### config.mk
export PLATFORM = sky130hd
export DESIGN_NAME = bp_pattern_table
export DESIGN_NICKNAME = d
export VERILOG_FILES = /design/src/rtl/bp_pkg.sv /design/src/rtl/bp_target_gen.sv /design/src/rtl/bp_pattern_table.sv
export SDC_FILE = /design/constraint.sdc
export NUM_CORES = 1
export LEC_CHECK = 0
export BUFFER_PORTS_ARGS = -buffer_cell sky130_fd_sc_hd__buf_4
export CAP_MARGIN = 20
export CORE_MARGIN = 1
export CORE_UTILIZATION = 25
export CTS_CLUSTER_SIZE = 12
export DETAILED_ROUTE_END_ITERATION = 10
export PLACE_DENSITY = 0.4
export RECOVER_POWER = 25
export SLEW_MARGIN = 10
export SYNTH_ARGS = -nofsm -noshare
export SYNTH_HDL_FRONTEND = slang
export SYNTH_HIERARCHICAL = 1
export SYNTH_SLANG_ARGS = --single-unit
### constraint.sdc
create_clock -name clk -period 9.88 [get_ports clk]
set_input_delay 1.976 -clock clk [delete_from_list [all_inputs] [get_ports clk]]
set_output_delay 1.976 -clock clk [all_outputs]
set_load 0.01 [all_outputs]
### src/rtl/bp_pkg.sv
// Shared definitions for the fetch-stage branch predictor: opcodes, statistics
// width and the saturating-counter step used to train the pattern table.
package bp_pkg;

    localparam logic [6:0] OPC_BRANCH = 7'b1100011;
    localparam logic [6:0] OPC_JAL    = 7'b1101111;

    localparam int BP_STATS_W = 16;
    typedef logic [BP_STATS_W-1:0] bp_stats_t;

    localparam bp_stats_t BP_STATS_MAX = 16'hFFFF;

    // Moves a counter of 'width' bits one step toward taken or not-taken,
    // holding at 0 and at the all-ones ceiling of that width.
    function automatic logic [3:0] sat_step(
        input logic [3:0] ctr,
        input logic       taken,
        input logic [2:0] width
    );
        logic [3:0] max_v;
        logic [3:0] res_v;
        max_v = 4'hF >> (3'd4 - width);
        if (taken) begin
            if (ctr < max_v) begin
                res_v = ctr + 4'd1;
            end else begin
                res_v = ctr;
            end
        end else begin
            if (ctr != 4'd0) begin
                res_v = ctr - 4'd1;
            end else begin
                res_v = ctr;
            end
        end
        return res_v;
    endfunction

endpackage

### src/rtl/bp_target_gen.sv
// Immediate decode for B-type and JAL plus the PC-relative target adder.
// Shared with the decode-stage jump check, so it stays purely combinational.
module bp_target_gen
    import bp_pkg::*;
(
    input  logic [31:0] instr,
    input  logic [31:0] pc,
    output logic        is_b,
    output logic        is_jal,
    output logic [31:0] target
);

    logic [31:0] imm_s;

    // Sign-extended immediate; anything that is not a branch or JAL adds zero.
    always_comb begin
        imm_s  = 32'd0;
        is_b   = 1'b0;
        is_jal = 1'b0;
        case (instr[6:0])
            OPC_BRANCH: begin
                is_b  = 1'b1;
                imm_s = {{19{instr[31]}}, instr[31], instr[7], instr[30:25],
                         instr[11:8], 1'b0};
            end
            OPC_JAL: begin
                is_jal = 1'b1;
                imm_s  = {{11{instr[31]}}, instr[31], instr[19:12], instr[20],
                          instr[30:21], 1'b0};
            end
            default: begin
                imm_s = 32'd0;
            end
        endcase
    end

    assign target = pc + imm_s;

endmodule

### src/rtl/bp_pattern_table.sv
// PC-indexed table of saturating counters with optional gshare hashing,
// immediate target generation and execute-stage redirect override.
module bp_pattern_table
    import bp_pkg::*;
#(
    parameter  int ENTRIES = 64,
    parameter  int CTR_W   = 2,
    parameter  int GSHARE  = 0,
    parameter  int GHR_W   = 6,
    localparam int IDX_W   = $clog2(ENTRIES)
) (
    input  logic             clk,
    input  logic             reset_n,
    input  logic [31:0]      instr,
    input  logic [31:0]      PC,
    input  logic             redirect,
    input  logic [31:0]      Act_Target,
    input  logic             upd_valid,
    input  logic             upd_taken,
    input  logic [IDX_W-1:0] upd_index,
    input  logic             upd_pred,
    output logic             predict_taken,
    output logic [31:0]      Target_final,
    output logic [IDX_W-1:0] pred_index,
    output logic [15:0]      mispredict_cnt
);

    // Weakly taken: only the MSB set.
    localparam logic [CTR_W-1:0] CTR_INIT = CTR_W'(1) << (CTR_W - 1);

    logic [CTR_W-1:0] ctr_r [ENTRIES];
    logic [GHR_W-1:0] ghr_r;
    logic [IDX_W-1:0] idx_s;
    bp_stats_t        mis_r;
    logic             is_b_s;
    logic             is_jal_s;
    logic [31:0]      tgt_s;

    bp_target_gen u_target_gen (
        .instr  (instr),
        .pc     (PC),
        .is_b   (is_b_s),
        .is_jal (is_jal_s),
        .target (tgt_s)
    );

    // Lookup index: word-aligned PC bits, optionally hashed with the history.
    always_comb begin
        idx_s = PC[IDX_W+1:2];
        if (GSHARE != 0) begin
            idx_s = PC[IDX_W+1:2] ^ IDX_W'(ghr_r);
        end else begin
            idx_s = PC[IDX_W+1:2];
        end
    end

    // Counter bank; lookups read the pre-update value when indices collide.
    always_ff @(posedge clk or negedge reset_n) begin
        if (!reset_n) begin
            for (int i = 0; i < ENTRIES; i++) begin
                ctr_r[i] <= CTR_INIT;
            end
        end else if (upd_valid) begin
            ctr_r[upd_index] <= CTR_W'(sat_step(4'(ctr_r[upd_index]), upd_taken, 3'(CTR_W)));
        end else begin
            ctr_r[upd_index] <= ctr_r[upd_index];
        end
    end

    // History only advances on resolved branches, never speculatively.
    generate
        if (GSHARE != 0) begin : g_ghr
            logic [GHR_W-1:0] ghr_next_s;

            if (GHR_W > 1) begin : g_shift
                assign ghr_next_s = {ghr_r[GHR_W-2:0], upd_taken};
            end else begin : g_single
                assign ghr_next_s = upd_taken;
            end

            // Global history register.
            always_ff @(posedge clk or negedge reset_n) begin
                if (!reset_n) begin
                    ghr_r <= '0;
                end else if (upd_valid) begin
                    ghr_r <= ghr_next_s;
                end else begin
                    ghr_r <= ghr_r;
                end
            end
        end else begin : g_no_ghr
            assign ghr_r = '0;
        end
    endgenerate

    // Saturating mispredict statistics.
    always_ff @(posedge clk or negedge reset_n) begin
        if (!reset_n) begin
            mis_r <= '0;
        end else if (upd_valid && (upd_taken != upd_pred) && (mis_r != BP_STATS_MAX)) begin
            mis_r <= mis_r + 16'd1;
        end else begin
            mis_r <= mis_r;
        end
    end

    assign predict_taken  = redirect | is_jal_s | (is_b_s & ctr_r[idx_s][CTR_W-1]);
    assign Target_final   = redirect ? Act_Target : tgt_s;
    assign pred_index     = idx_s;
    assign mispredict_cnt = mis_r;

endmodule

==> run metrics <==
fill count 4,127; critical path type in2out; failing checks capacitance limit, slew limit; Crit Path Max Fanout 14; 1st-iter DRT viols 388; synthesized net count roughly 1,100; Top Ports around 160; die height 200 um; sequential area share after synthesis 0.377; Vias per Instance 4.87; CP max stage cell nor2_1; Nets 1,226; Die W 200 um; clock power share 0.322; Yosys warning count 6; crit start category input port; 1st-pass router iterations 7; final weighted congestion of routability-driven global placement 0.797; setup tns final 0 ns; #FFs+latches synth between 100 and 150; Worst-path clk slew around 0.07 ns; switching part of the total 0.309; Yosys top cell area share 0.205; max incr delay on CP 0.78 ns; power density over cell area ~170 nW/um2; cell chosen for the clock root clkbuf_16; combinational power share 0.247; utilization after layout 0.309; die area approximately 40,000 um2; area of the multi-input gates between 5000 and 6000 um2; initial antenna violation count 0; hold buffer count at cts 0; first-pass GRT wire length 48.4 mm; clk_lat worst skew 0.43 ns; Critical Path Sink Type output port; max_slew headroom -1.95; Core ar. 38,600 um2; TritonCTS sink count 144; slew of the pin with the lowest slew margin approximately 4.4 ns; row cnt 72; Syn Area/Cell between 10 and 15 um2; synthesized cell area 9770 um2; crit path cell chain buf_4, nor2b_1, nand4_1, nor2_1, a22o_1, ha_1, a211oi_1, o21ai_0, a221oi_2, o31ai_2, a21o_1, a211o_1, xor2_1, mux2_2, buf_4; Peak supply drop approximately 0.00011 V; Setup Skew between 0.015 and 0.02 ns; H-tree depth 4; drc violations 0; Worst Hold Class reg2reg; ranking of synthesized cells by area dfrtp_1 (20%), dfstp_2 (17%), mux2_2 (8.0%); Worst EP arrival 5.97 ns; share of layout cells above drive strength 1 0.346; PortBufs 162; vias in the first global route 7,856; distinct cell type count of the synthesized netlist 73; CP required 7.90 ns; Total GRT Usage 0.161; RSZ-0062 raised after global routing false; cell internal pwr 1.43 mW; placed cell areas 11,300 um2; pre-CTS WS 1.87 ns; post-route cell area 11,900 um2; final critical-path setup slack 1.94 ns; Psw 639 uW; vias 7,880; Max Cap Viol 1; CTS Buffer Depth 2; Post-synth EDFFs 0; Num CTS Buffers 17; post-DR wirelength/cell a little under 20 um; CTS tree done; final hold viol count 0; Bufs and invs on worst path 2; gr ovfl total 0; Peak Freq 126 MHz; Final min period 7.94 ns; drt total wl around 32 mm; share of power burned in registers 0.431; async set or reset register ratio after synthesis 1.00; Final ANT Viol Nets 0; hpwl dp roughly 23 mm; crit share post-route 0.804; most frequent cells in the layout buf_4 (166), nand2_1 (100), nor2_1 (92); largest net degree at the start of global routing 79; cell taking the most area after synthesis dfrtp_1; ant diodes 0; Resized cells post-CTS 0; Crit path top cell by count buf_4; P&R area growth vs syn 21.9%; commonest non-fill, non-tap cell in the layout buf_4; outcome finished, violations left; Primary FF master, synth dfrtp_1; Initial Utilization 0.253; register area 3680 um2; postcts setup bufs 0; Lkg Pwr 5.11 nW; Worst path top cell family by delay compound AO/OA/AOI/OAI gates; Final Max Slew Viols ~80; Final setup viols 0; Syn Inst Count 959
area by class of cell:
type	count	area share
Multi-Input combinational cell	744	0.477
Sequential cell	144	0.309
Timing Repair Buffer	168	0.105
Tap cell	518	0.0545
Clock buffer	19	0.0372
Clock inverter	13	0.0128
Inverter	11	0.00347
power groups by stage:
stage	clock network (mW)	registers (mW)	logic [mW]
finish	0.667	0.891	0.511
global route	0.707	0.914	0.566
CTS	0.688	0.892	0.518
detailed placement	0	0.901	0.517
global placement	0	0.900	0.511
floorplan	0	0.864	0.345
worst paths after layout:
kind                             from          endpoint  slack, ns  cells past startpoint
max in group asynchronous     reset_n         ctr_r[14]       4.09                      2
min in group asynchronous     reset_n        ctr_r[106]       3.11                      1
setup / recovery             instr[4]  Target_final[26]       1.94                     15
setup reg to reg           ctr_r[114]         ctr_r[10]       6.48                      9
hold / removal              ctr_r[84]         ctr_r[84]       0.48                      1
hold reg to reg             ctr_r[84]         ctr_r[84]       0.48                      1
worst reg2reg max path: cells and delay by family (launching register included):
| family | cells | cell delay (ns) |
|---|---|---|
| AOI/OAI and AO/OA | 4 | 1.06 |
| muxes | 2 | 0.61 |
| buffers and inverters | 1 | 0.58 |
| adders and majority gates | 1 | 0.42 |
| DFF | 1 | 0.37 |
| and+or+nand+nor | 1 | 0.31 |
registers in the layout (all words and copies together), names as in the netlist:
register / count
ctr_r: 128
mispredict_cnt: 16
layer usage:
layer	global-route usage	vias to the layer above	wire length, um
met2	0.252	203	14300
met5	0	-	0
met1	0.232	3873	15600
li1	-	3788	-
met3	0.0275	16	1630
met4	0.0308	0	258
per-stage QoR:
stage / std cells / power (mW) / hold WS, ns
finish: 1617 / 2.07 / 0.483
global route: 1617 / 2.19 / 0.498
detailed placement: 1585 / 1.42 / 0.469
CTS: 1617 / 2.10 / 0.484
global placement: 1585 / 1.41 / 0.466
floorplan: 959 / 1.21 / 0.452
kinds of logic (layout without fill, tap and decap cells):
group	after synthesis	in the layout	share of synthesized area
DFF	144	144	0.377
buffers and inverters	71	211	0.0414
AOI/OAI and AO/OA	229	229	0.155
and+or+nand+nor	286	286	0.135
muxes	153	153	0.210
xor gates and xnor gates	43	43	0.0386
adders and majority gates	33	33	0.0429
cells in the mapped netlist (4+ instances only):
master,n
buf_1,5
a221oi_1,14
nand3b_1,6
and2_1,15
nor2_1,92
a31oi_1,4
a22oi_1,9
a211oi_1,10
ha_1,31
nand3_1,13
o21a_1,9
xnor2_1,27
nand4_1,12
inv_1,9
mux2_1,40
xor2_1,16
nor3_1,11
a221o_1,4
clkbuf_1,20
nor2b_1,9
buf_2,12
buf_6,11
a21oi_1,62
o22ai_1,4
a22o_1,7
nand2_1,100
mux2i_1,13
mux2_2,69
a21o_1,15
o21ai_0,51
mux4_2,30
buf_4,10
dfstp_2,64
o21bai_1,8
and3_1,5
and3b_1,4
a211o_1,4
dfrtp_1,80
(Power assumes the default switching activity.)
